===== config.mk =====
export PLATFORM = sky130hd
export DESIGN_NAME = gpio_input_conditioner_flat
export DESIGN_NICKNAME = d
export VERILOG_FILES = /design/src/rtl/gpio_input_conditioner_if.sv /design/src/rtl/gpio_input_conditioner.sv /design/src/flat_wrapper.sv
export SDC_FILE = /design/constraint.sdc
export NUM_CORES = 1
export LEC_CHECK = 0
export CAP_MARGIN = 15
export CORE_UTILIZATION = 30
export DETAILED_ROUTE_END_ITERATION = 10
export GPL_ROUTABILITY_DRIVEN = 0
export PLACE_DENSITY = 0.53
export SYNTH_ARGS = -nofsm -noshare
export SYNTH_HDL_FRONTEND = slang
export SYNTH_SLANG_ARGS = --single-unit

===== constraint.sdc =====
create_clock -name clk -period 2.2 [get_ports clk]
set_input_delay 0.33 -clock clk [delete_from_list [all_inputs] [get_ports clk]]
set_output_delay 0.33 -clock clk [all_outputs]
set_load 0.005 [all_outputs]

===== src/rtl/gpio_input_conditioner_if.sv =====
// Board-input conditioner bundle: raw pins in, debounced level plus edge strobes out.
// master = pin/board side driving raw_i, slave = the conditioner.
interface gpio_input_conditioner_if #(
    parameter int W = 22
);
    logic [W-1:0] raw_i;
    logic [W-1:0] gpio_o;
    logic [W-1:0] rise_o;
    logic [W-1:0] fall_o;
    logic         tick_o;

    modport master (output raw_i, input gpio_o, input rise_o, input fall_o, input tick_o);
    modport slave  (input raw_i, output gpio_o, output rise_o, output fall_o, output tick_o);
endinterface


===== src/rtl/gpio_input_conditioner.sv =====
// Purpose: per-bit polarity fix, 2-FF sync and tick-based debounce of board inputs into SoC GPIO.
// Latency: 2 sync cycles + (STABLE_TICKS-1..STABLE_TICKS) tick windows + 1 cycle, prescaler-phase dependent.
// Backpressure: none; inputs are sampled every cycle and outputs are free-running levels/strobes.
module gpio_input_conditioner #(
    parameter int             W            = 22,
    parameter int             TICK_CYCLES  = 50000,
    parameter int             STABLE_TICKS = 10,
    parameter logic [W-1:0]   INVERT_MASK  = W'(22'h3C0000)
) (
    input  logic                     clk,
    input  logic                     reset,
    gpio_input_conditioner_if.slave  bus
);
    localparam int             PW   = (TICK_CYCLES > 1) ? $clog2(TICK_CYCLES) : 1;
    localparam int             CW   = $clog2(STABLE_TICKS + 1);
    localparam logic [PW-1:0]  PMAX = PW'(TICK_CYCLES - 1);
    localparam logic [CW-1:0]  CMAX = CW'(STABLE_TICKS - 1);

    typedef enum logic {ST_STABLE, ST_PEND} state_t;

    logic [W-1:0]  inv;
    logic [W-1:0]  s1;
    logic [W-1:0]  s2;
    logic [W-1:0]  gpio_q;
    logic [W-1:0]  rise_q;
    logic [W-1:0]  fall_q;
    logic          tick_q;
    logic [PW-1:0] pcnt;
    state_t        state [W];
    logic [CW-1:0] cnt   [W];

    // Inversion sits ahead of the synchronizer so s1 is the only flop seeing async data.
    assign inv = bus.raw_i ^ INVERT_MASK;

    always_ff @(posedge clk) begin
        if (reset) begin
            s1 <= '0;
            s2 <= '0;
        end else begin
            s1 <= inv;
            s2 <= s1;
        end
    end

    always_ff @(posedge clk) begin
        if (reset) begin
            pcnt   <= '0;
            tick_q <= 1'b0;
        end else begin
            tick_q <= (pcnt == PMAX);
            pcnt   <= (pcnt == PMAX) ? '0 : pcnt + 1'b1;
        end
    end

    always_ff @(posedge clk) begin
        if (reset) begin
            gpio_q <= '0;
            rise_q <= '0;
            fall_q <= '0;
            for (int i = 0; i < W; i++) begin
                state[i] <= ST_STABLE;
                cnt[i]   <= '0;
            end
        end else begin
            rise_q <= '0;
            fall_q <= '0;
            for (int i = 0; i < W; i++) begin
                case (state[i])
                    ST_STABLE: begin
                        cnt[i] <= '0;
                        if (s2[i] != gpio_q[i]) begin
                            state[i] <= ST_PEND;
                        end
                    end
                    ST_PEND: begin
                        // Any return to the accepted level, however brief, restarts the window.
                        if (s2[i] == gpio_q[i]) begin
                            cnt[i]   <= '0;
                            state[i] <= ST_STABLE;
                        end else if (tick_q) begin
                            if (cnt[i] == CMAX) begin
                                gpio_q[i] <= s2[i];
                                rise_q[i] <= s2[i];
                                fall_q[i] <= ~s2[i];
                                cnt[i]    <= '0;
                                state[i]  <= ST_STABLE;
                            end else begin
                                cnt[i] <= cnt[i] + 1'b1;
                            end
                        end
                    end
                    default: begin
                        cnt[i]   <= '0;
                        state[i] <= ST_STABLE;
                    end
                endcase
            end
        end
    end

    assign bus.gpio_o = gpio_q;
    assign bus.rise_o = rise_q;
    assign bus.fall_o = fall_q;
    assign bus.tick_o = tick_q;
endmodule


===== src/flat_wrapper.sv =====
// flat-port wrapper written by rule: the top's interface ports become plain ports
module gpio_input_conditioner_flat 
#(
    parameter int             W            = 22,
    parameter int             TICK_CYCLES  = 50000,
    parameter int             STABLE_TICKS = 10,
    parameter logic [W-1:0]   INVERT_MASK  = W'(22'h3C0000)
)
  (clk, reset, bus_raw_i, bus_gpio_o, bus_rise_o, bus_fall_o, bus_tick_o);
  gpio_input_conditioner_if #(.W(W)) bus_i ();
  input  logic clk;
  input  logic reset;
  input wire logic [$bits(bus_i.raw_i)-1:0] bus_raw_i;
  output wire logic [$bits(bus_i.gpio_o)-1:0] bus_gpio_o;
  output wire logic [$bits(bus_i.rise_o)-1:0] bus_rise_o;
  output wire logic [$bits(bus_i.fall_o)-1:0] bus_fall_o;
  output wire logic [$bits(bus_i.tick_o)-1:0] bus_tick_o;
  assign bus_i.raw_i = bus_raw_i;
  assign bus_gpio_o = bus_i.gpio_o;
  assign bus_rise_o = bus_i.rise_o;
  assign bus_fall_o = bus_i.fall_o;
  assign bus_tick_o = bus_i.tick_o;
  gpio_input_conditioner #(.W(W), .TICK_CYCLES(TICK_CYCLES), .STABLE_TICKS(STABLE_TICKS), .INVERT_MASK(INVERT_MASK)) u_core (.clk(clk), .reset(reset), .bus(bus_i));
endmodule

Yosys cells after proc, flatten, opt, wreduce, memory -nomap -nowiden. Memory sizes are Yosys's and may differ from the RTL's. Cells that the tools add are included.

$add $sub $neg: 23. Equality and inequality tests: 67. Mux-type cells: 662. Bitwise logic cells: 244. Reductions and logical operators: 45.

Operators with widths (count): two-way mux 1 bit (574); two-way mux 4 bit (88); OR 1 bit (154); OR reduction 5 bit (22); NOT 1 bit (89); adder 4 x 1 -> 4 bit, second input constant (22); == test 4 bit, second input constant (22); AND reduction 4 bit (22); == test 1 bit (22); != test 1 bit (22); adder 16 x 1 -> 16 bit, second input constant (1); == test 16 bit, second input constant (1); NOT 4 bit (1); OR reduction 2 bit (1).

Memories: 2. Logic and storage cells: 1113. Bits in writable memories: 110. Bits in registers: 127. Input bits: 24.

Memories: u_core.cnt (depth 22, width 4, read ports 22, clocked after memory_dff 0, wr ports 22, RTL line gpio_input_conditioner.sv:30) `logic [CW-1:0] cnt [W];`; u_core.state (depth 22, width 1, read ports 22, clocked after memory_dff 0, wr ports 22, RTL line gpio_input_conditioner.sv:29) `state_t state [W];`.

Depth between registers and ports, before layout. Gate-level depths: netlist of run 1.

Depth in word-level cells: 9. Mapped depth: 7. Depth with buffers taken out: 6.

Worst setup path before layout of run 1. No wires, ideal clock.

Path kind: reg-to-reg. Start point: mem u_core.cnt[20][0] (netlist bit). End point: mem u_core.cnt[20][0] (netlist bit), enable pin. Setup slack: 0.558 ns. Data required time: 1.916 ns. Stages on the path, launching flop included: 6. Data arrival time: 1.358 ns. Period minus slack after synthesis: 1.642 ns. Cells stage by stage: edfxtp_1 -> ha_1 -> and3b_1 -> a21bo_2 -> a21oi_1 -> nand3_1.

RTL lines (RTL line): start, declared (gpio_input_conditioner.sv:30).

Worst setup path in the final report of run 1.
Start point: reg u_core.tick_q (netlist: u_core.bus.tick_o). End point: out bus_tick_o.

RTL lines: start, declared (RTL line gpio_input_conditioner.sv:27) `logic tick_q;`; start signal, assigned (RTL line gpio_input_conditioner.sv:50) `tick_q <= (pcnt == PMAX);`; end, declared (RTL line flat_wrapper.sv:17) `output wire logic [$bits(bus_i.tick_o)-1:0] bus_tick_o;`.

No word-level cell between the ends.

==> results of run 1 <==
[cells in the final DEF, fill, tap and decap left out, drive strengths merged, types with 41 or more instances in the layout]
cell type,n
edfxtp,110
clkdlybuf4s50,89
clkbuf,45
xor2,46
nor2b,41
dfxtp,127
nand3,91
nor2,144
ha,45
nor3b,61
[kinds of logic after synthesis]
| group | Yosys count |
|---|---|
| compound gates | 60 |
| buf+inv | 55 |
| xor+xnor | 81 |
| simple gates | 422 |
| mux | 22 |
| fa+ha+maj | 45 |
| flops | 237 |
[cell type report]
cell class	count	area [sq um]	share of cell area
sequential	237	5850	0.462
clock buffer	45	888	0.0702
multi-input combinational	630	4180	0.330
inverter	30	113	0.00890
clock inverter	7	67.6	0.00534
timing repair buffer	101	993	0.0785
tap	448	561	0.0443
[path summary, 6_finish.rpt]
check / endpoint / slack [ps] / cells after the start / start
worst min-delay path: u_core.s1[21] / 90 / 2 / reset
worst min register to register: u_core.s2[17] / 440 / 1 / u_core.s1[17]
worst max register to register: u_core.cnt[20][0] / 400 / 5 / u_core.cnt[20][0]
worst max-delay path: bus_tick_o / 180 / 2 / u_core.bus.tick_o
[registers in the layout, summed over array words and instances (netlist names)]
register,cells
u_core.s1,22
u_core.state,22
u_core.s2,22
u_core.bus.gpio_o,22
u_core.bus.fall_o,22
u_core.pcnt,16
u_core.cnt,88
u_core.bus.tick_o,1
u_core.bus.rise_o,22
[critical path, stage by stage, from the launching register on]
cell and delay (ps):
dfxtp_2 330, buf_4 260, clkdlybuf4s50_1 560
[stage by stage]
step | hold slack, ps | instance area, sq um | util | power, mW
after CTS | 78.7 | 12600 | 0.377 | 9.95
after floorplan | 397 | 10200 | - | 5.08
final | 85.8 | 12600 | 0.377 | 9.78
after detailed placement | 425 | 11700 | 0.349 | 5.20
after global routing | 85.4 | 12600 | 0.377 | 10.2
after global placement | 417 | 11700 | 0.349 | 5.19
[per-layer routing]
metal,track usage,wire (um),vias to the layer above
met4,0.0318,463,0
met5,0,0,-
li1,-,-,3452
met2,0.176,8670,109
met3,0.0244,911,32
met1,0.154,9570,3174
[where the power goes]
group	switching (mW)	internal, mW
Combinational	0.138	0.135
Clock	1.80	2.88
Sequential	0.116	4.71
Total	2.06	7.72
==> out/qor.yml, run 1 <==
sta:
  skew_ps: 8.75
  slew_headroom: 0.665
  hold_violations: 0
  rsz0062_at_grt: "no"
  max_freq_mhz: 496
  setup_violations: 0
  drv_slew: 0
  timing.setup.tns_ps: 0
  finalCritPeriodShare: 0.917
  fin_ws_ps: 184
  tightest_slew_ps: 503
  post-route-min-period_ps: 2020
routing:
  wl_um: 19600
  wl_per_cell_um: 13.1
  drcViolationCount: 0
  firstDrtPassIters: 4
  num_vias: 6767
  viasPerCell: 4.52
  postRouteAntennaNets: 0
  dr.first_iter.drc_count: 318
synthesis:
  synth-seq-area-share: 0.571
  muxShareOfSynthArea: 0.0215
  synth_xor_area_frac: 0.0693
  synth_commonest_cells: "nor2_1 (144), dfxtp_1 (127), edfxtp_1 (110)"
  yosysWarnings: 0
  synthSimpleGateAreaFrac: 0.220
  yosys.cell_count.top_type: "nor2_1"
  synth-edff-count: 110
  syn_area_per_cell_sq_um: 11.1
  synth_area_sq_um: 10200
  synth_compound_area_frac: 0.0412
  synthFlopType: "dfxtp_1"
  synth_top_family_by_area: "simple AND/OR/NAND/NOR gates"
  synthCells: 922
  synth_fa_ha_area_frac: 0.0550
  ys_async_sr_fraction: 0
  synth_top_area_frac: 0.322
  synth.area.top_cells: "edfxtp_1 (32%), dfxtp_1 (25%), ha_1 (5.5%)"
  ys_ff_latch: 237
  post-synth-top-area-cell: "edfxtp_1"
  syn-num-nets: 991
  synth.distinct_cells: 34
clocking:
  cts_tree: "done"
  cts-root-buf: "clkbuf_16"
  clkTransAtPathRegs_ps: 60
  ctsLongestPathBuffers: 3
  cts.sinks: 237
  postCtsResizedCells: 0
  cts_buffers: 28
  clock_latency_ps: 540
  cts_setup_buffers: 0
  htree_levels: 1
  hold_buffers: 0
flow_run:
  cap_violations: 0
cells_and_area:
  area_delta_synth_final_pct: 23.5
  n_antenna_cell: 0
  stdcell_count: 1498
  nFillCells: 3318
  nets: 1097
  drive_above_1_share: 0.0600
grt:
  grt_use_total: 0.112
  grt_max_degree: 50
  globalRouteOverflowTotal: 0
  antenna_found_initial: 0
  grt_pass1_vias: 6400
  grt_pass1_wl_um: 32500
placement:
  numPlacedInstances: 1446
  portBuffers: 90
  place_hpwl_um: 13100
  place_ws_ps: 400
die:
  die_h_um: 187
  die_w_um: 187
  rows: 67
  core_area_sq_um: 33500
  start_util: 0.305
  io_pins: 91
  dieArea_sq_um: 34900
worst_setup_path:
  worst_setup_path_start_kind: "flip-flop"
  crit_arrival_ps: 1690
  critPathMaxFanout: 16
  cp-end-kind: "primary output"
  worstPathRequired_ps: 1870
  critPathKind: "reg2out"
pwr:
  p_leak_nw: 4.78
  powerDensity_nw_per_um2: 773
  vdd_drop_max_v: 0.000571
min_path:
  worstHoldPathType: "in2reg"
outcome:
  status: "finished, final reports clean"
(Power assumes the default switching activity.)
==> run 2, diff against run 1 <==
- DONT_BUFFER_PORTS: not set -> 1
- PLACE_DENSITY: 0.53 -> 0.5
- clock period: 2.2 -> 2.5 ns (I/O delays scaled with it)
==> run 2 against run 1 <==
Clock skew is 16 ps higher; final cell count shrank 4.3%; combinational power fell by 12%; clock power down 11%; routed wire length increased by 6.9%; critical path type is now reg2reg; critical endpoint is now u_core.pcnt[5]; largest power group unchanged.
==> out/qor.yml, run 2 (synthesis results as in run 1) <==
outcome:
  status: "finished, final reports clean"  # unchanged
sta:
  max_freq_mhz: 526
  rsz0062_at_grt: "no"  # unchanged
  drv_slew: 0  # unchanged
  skew_ps: 25.0  # was 8.75 ps
  timing.hold.ws_ps: 42.9  # was 85.8 ps
  setup_violations: 0  # unchanged
  post-route-min-period_ps: 1900
  tightest_slew_ps: 530  # was 503 ps
  finalCritPeriodShare: 0.760
  timing.setup.tns_ps: 0  # unchanged
  hold_violations: 0  # unchanged
  slew_headroom: 0.646  # was 0.665
grt:
  grt_pass1_vias: 6468  # was 6400
  globalRouteOverflowTotal: 0  # unchanged
  grt_max_degree: 69  # was 50
  grt_pass1_wl_um: 34200  # was 32500 um
  antenna_found_initial: 1  # was 0
  grt_use_total: 0.120  # was 0.112
clocking:
  ctsLongestPathBuffers: 3  # unchanged
  htree_levels: 1  # unchanged
  cts_tree: "done"  # unchanged
  cts_buffers: 29  # was 28
  clock_latency_ps: 560  # was 540 ps
  cts_setup_buffers: 0  # unchanged
  cts.sinks: 237  # unchanged
  cts-root-buf: "clkbuf_16"  # unchanged
  clkTransAtPathRegs_ps: 60  # about the same
pwr:
  powerDensity_nw_per_um2: 720  # was 773 nW/um^2
  vdd_drop_max_v: 0.000491  # was 0.000571 V
  p_leak_nw: 4.57  # was 4.78 nW
cells_and_area:
  drive_above_1_share: 0.0599  # was 0.0600
  final_util: 0.358  # was 0.377
  nets: 1031  # was 1097
  n_antenna_cell: 0  # unchanged
  stdcell_count: 1433  # was 1498
  largest_reg_flops: 88  # unchanged
  final_cell_mix: "nor2_1 (142), dfxtp_1 (126), edfxtp_1 (110)"  # unchanged
  area_delta_synth_final_pct: 17.3  # was 23.5%
  top_register: "u_core.cnt"  # unchanged
  finish.instance_area_sq_um: 12000  # was 12600 sq um
  final_common_cell: "nor2_1"  # unchanged
min_path:
  whs_path_depth: 1  # was 2
  worstHoldPathType: "in2reg"  # unchanged
  hp-start: "reset"  # unchanged
worst_setup_path:
  crit_cells: 4  # was 2
  crit_arrival_ps: 2330  # was 1690 ps
  setup.worst_path.start: "u_core.pcnt[7]"  # was u_core.bus.tick_o
  worstPathRequired_ps: 2930  # was 1870 ps
  critical-path-top-delay-family: "simple AND/OR/NAND/NOR gates"  # was buffers and inverters
  critPathMaxFanout: 15  # was 16
  cp_num_buf_inv: 0  # was 2
  cp_cell_sequence: "or4_1 > nor4_1 > or2_1 > nor2_1"  # was buf_4 > clkdlybuf4s50_1
  r2r.worst_path.cells: 4  # was 5
  worst_setup_path_start_kind: "flip-flop"  # unchanged
  cpPeakStageDelay_ps: 520  # was 560 ps
  critPathKind: "reg2reg"  # was reg2out
  cp-end-kind: "flip-flop"  # was primary output
  reg2reg_from: "u_core.pcnt[7]"  # was u_core.cnt[20][0]
  slowest_stage: "or4_1"  # was clkdlybuf4s50_1
routing:
  viasPerCell: 4.62  # was 4.52
  wl_per_cell_um: 14.6  # was 13.1 um
  dr.first_iter.drc_count: 293  # was 318
  firstDrtPassIters: 4  # unchanged
  drcViolationCount: 0  # unchanged
  wl_um: 21000  # was 19600 um
  num_vias: 6614  # was 6767
  postRouteAntennaNets: 0  # unchanged
die:
  rows: 67  # unchanged
  core_area_sq_um: 33500  # unchanged
  io_pins: 91  # unchanged
  dieArea_sq_um: 34900  # unchanged
  start_util: 0.305  # unchanged
  die_w_um: 187  # unchanged
  die_h_um: 187  # unchanged
placement:
  placed_area_sq_um: 10800  # was 11700 sq um
  place_hpwl_um: 12700  # was 13100 um
  numPlacedInstances: 1351  # was 1446
  portBuffers: 0  # was 90
flow_run:
  cap_violations: 0  # unchanged
==> run 2: changes by cell type in the layout (fill, tap and decap cells not counted), sizes merged <==
cell and delta:
buf -5, clkbuf -1, clkdlybuf4s50 -89, dlygate4sd3 +27
inv +3
==> run 2: worst register-to-register path, stage by stage (launching register included) <==
cell and delay [ps]:
dfxtp_1 350, or4_1 520, nor4_1 310, or2_1 480
nor2_1 110
==> run 2: metal layers <==
layer  global-route usage  share of wire
met2                0.193           0.45
met3               0.0267          0.049
met4               0.0309          0.017
met1                0.163           0.48
met5                    0              0
==> run 2: repair_timing <==
item                                   4_1_cts  5_1_grt
hold buffers                                28        0
endpoints found under the hold margin       70        0
resized for setup                            0        0
==> run 2: through the flow <==
stage	power, mW	setup slack [ps]
detailed placement	4.50	598
global route	9.00	338
global placement	4.50	589
CTS	8.80	580
finish	8.65	600
floorplan	4.47	858
==> run 2: path summary, 6_finish.rpt <==
kind / end / slack (ps)
min reg2reg: u_core.s2[3] / 430
max reg2reg: u_core.pcnt[5] / 600
max: u_core.pcnt[5] / 600
min: u_core.state[0][15] / 40
==> run 2: area by class of cell <==
class	count	area, sq um
clock buffer	44	865
fill	3370	21500
sequential	237	5850
tap	448	561
clock inverter	10	100
multi-input combinational	630	4180
timing repair buffer	34	355
inverter	30	113
==> run 2: report_power, final <==
part | internal, mW | switching, mW | total [mW]
sequential | 4.14 | 0.103 | 4.25
clock | 2.50 | 1.66 | 4.16
combinational | 0.116 | 0.123 | 0.239
total | 6.76 | 1.89 | 8.65
==> run 3, diff against run 2 <==
- PLACE_DENSITY: 0.5 -> 0.51
- clock period: 2.5 -> 1.7 ns (I/O delays scaled with it)
==> run 3 against run 2 <==
Routed wire length down 0.74%; hold slack better by 17 ps; register-to-register slack worse by 540 ps; sequential cell count unchanged; via count up 3.7%; critical path depth up 1; clock-buffer cell count unchanged.
==> out/qor.yml, run 3 (synthesis results as in run 1) <==
clocking:
  cts-root-buf: "clkbuf_16"  # unchanged
  cts.sinks: 237  # unchanged
  clock_latency_ps: 560  # about the same
  clkTransAtPathRegs_ps: 60  # about the same
  cts_tree: "done"  # unchanged
  ctsLongestPathBuffers: 3  # unchanged
  htree_levels: 1  # unchanged
  cts_buffers: 29  # unchanged
routing:
  dr.first_iter.drc_count: 222  # was 293
  num_vias: 6860  # was 6614
  firstDrtPassIters: 4  # unchanged
  drcViolationCount: 0  # unchanged
  postRouteAntennaNets: 0  # unchanged
  wl_um: 20800  # was 21000 um
  viasPerCell: 4.66  # was 4.62
  wl_per_cell_um: 14.1  # was 14.6 um
pwr:
  powerDensity_nw_per_um2: 1050  # was 720 nW/um^2
  p_leak_nw: 4.85  # was 4.57 nW
  vdd_drop_max_v: 0.000692  # was 0.000491 V
sta:
  skew_ps: 26.4  # was 25.0 ps
  setup_violations: 0  # unchanged
  max_freq_mhz: 609  # was 526 MHz
  finalCritPeriodShare: 0.966  # was 0.760
  post-route-min-period_ps: 1640  # was 1900 ps
  slew_headroom: 0.715  # was 0.646
  tightest_slew_ps: 427  # was 530 ps
  hold_violations: 0  # unchanged
  drv_slew: 0  # unchanged
placement:
  numPlacedInstances: 1375  # was 1351
  portBuffers: 0  # unchanged
  place_hpwl_um: 12800  # was 12700 um
  placed_area_sq_um: 10900  # was 10800 sq um
worst_setup_path:
  cp-end-kind: "flip-flop"  # unchanged
  crit_arrival_ps: 2080  # was 2330 ps
  critPathMaxFanout: 7  # was 15
  worst_setup_path_start_kind: "flip-flop"  # unchanged
  worstPathRequired_ps: 2140  # was 2930 ps
  critPathKind: "reg2reg"  # unchanged
die:
  dieArea_sq_um: 34900  # unchanged
  start_util: 0.305  # unchanged
  die_w_um: 187  # unchanged
  io_pins: 91  # unchanged
  die_h_um: 187  # unchanged
  core_area_sq_um: 33500  # unchanged
  rows: 67  # unchanged
grt:
  grt_max_degree: 89  # was 69
  grt-busiest-layer: "met2"  # unchanged
  grt_pass1_vias: 6630  # was 6468
  grtUsageMet2: 0.193  # about the same
  grt_pass1_wl_um: 34200  # about the same
  grtUsageMet3: 0.0258  # was 0.0267
  grt_use_total: 0.120  # about the same
  antenna_found_initial: 0  # was 1
  use_met1: 0.159  # was 0.163
  globalRouteOverflowTotal: 0  # unchanged
cells_and_area:
  largest_reg_flops: 88  # unchanged
  stdcell_count: 1471  # was 1433
  finish.instance_area_sq_um: 12500  # was 12000 sq um
  final_util: 0.372  # was 0.358
  nFillCells: 3317  # was 3370
  drive_above_1_share: 0.0978  # was 0.0599
  top_register: "u_core.cnt"  # unchanged
  final_common_cell: "nor2_1"  # unchanged
  final_cell_mix: "nor2_1 (142), dfxtp_1 (124), edfxtp_1 (110)"  # was nor2_1 (142), dfxtp_1 (126), edfxtp_1 (110)
  n_antenna_cell: 0  # unchanged
  area_delta_synth_final_pct: 21.7  # was 17.3%
  nets: 1069  # was 1031
min_path:
  worstHoldPathType: "in2reg"  # unchanged
outcome:
  status: "finished, final reports clean"  # unchanged
flow_run:
  cap_violations: 0  # unchanged
==> run 3: cell count changes in the layout (fill, tap and decap cells not counted), sizes merged <==
cell,previous run,this run
clkinv,5,7
inv,34,33
buf,7,33
bufinv,1,0
dlygate4sd3,27,39
==> run 3: repair_timing <==
item	in CTS	in global routing
endpoints found under the setup margin	4	26
resized for setup	1	13
setup buffers	0	2
hold endpoints to repair	118	0
hold buffers	40	0
pin swaps	0	3
==> run 3: layout make-up <==
type | count | area (sq um) | share of cell area
Inverter | 30 | 113 | 0.00903
Tap cell | 448 | 561 | 0.0450
Multi-Input combinational cell | 630 | 4220 | 0.339
Clock buffer | 44 | 971 | 0.0779
Sequential cell | 237 | 5850 | 0.469
Timing Repair Buffer | 72 | 691 | 0.0554
Clock inverter | 10 | 61.3 | 0.00492
==> run 3: path summary, 6_finish.rpt <==
| check | from | end | slack (ps) | depth (start not counted) |
|---|---|---|---|---|
| worst max-delay path | u_core.pcnt[11] | u_core.pcnt[12] | 60 | 5 |
| worst min-delay path | reset | u_core.pcnt[13] | 60 | 3 |
| worst max register to register | u_core.pcnt[11] | u_core.pcnt[12] | 60 | 5 |
| worst min register to register | u_core.s1[3] | u_core.s2[3] | 430 | 1 |
==> run 3: stage by stage <==
step                setup WS, ps  hold slack, ps  setup TNS (ps)  total power, mW
global route              -0.628            50.6          -0.628             13.6
detailed placement         -5.10             325           -20.2             6.63
global placement            45.4             324               0             6.62
finish                      57.8            59.6               0             13.1
CTS                         6.40            14.3               0             13.3
floorplan                   57.7             322               0             6.57
==> run 3: power breakdown <==
group	total [mW]	switching [mW]	internal (mW)
sequential	6.24	0.151	6.09
combinational	0.380	0.181	0.199
clock	6.44	2.49	3.95
total	13.1	2.82	10.2
==> run 3: per-layer routing <==
layer  vias to the layer above  part of all wire
met4                         0             0.025
met5                         -                 0
li1                       3412                 -
met2                       115              0.45
met1                      3298              0.48
met3                        35             0.046
==> run 3: worst max-delay path: stages (launching register included) <==
cell	delay (ps)
dfxtp_1	310
or4b_4	550
nor4_4	290
or2_1	190
buf_6	140
nor2_1	50
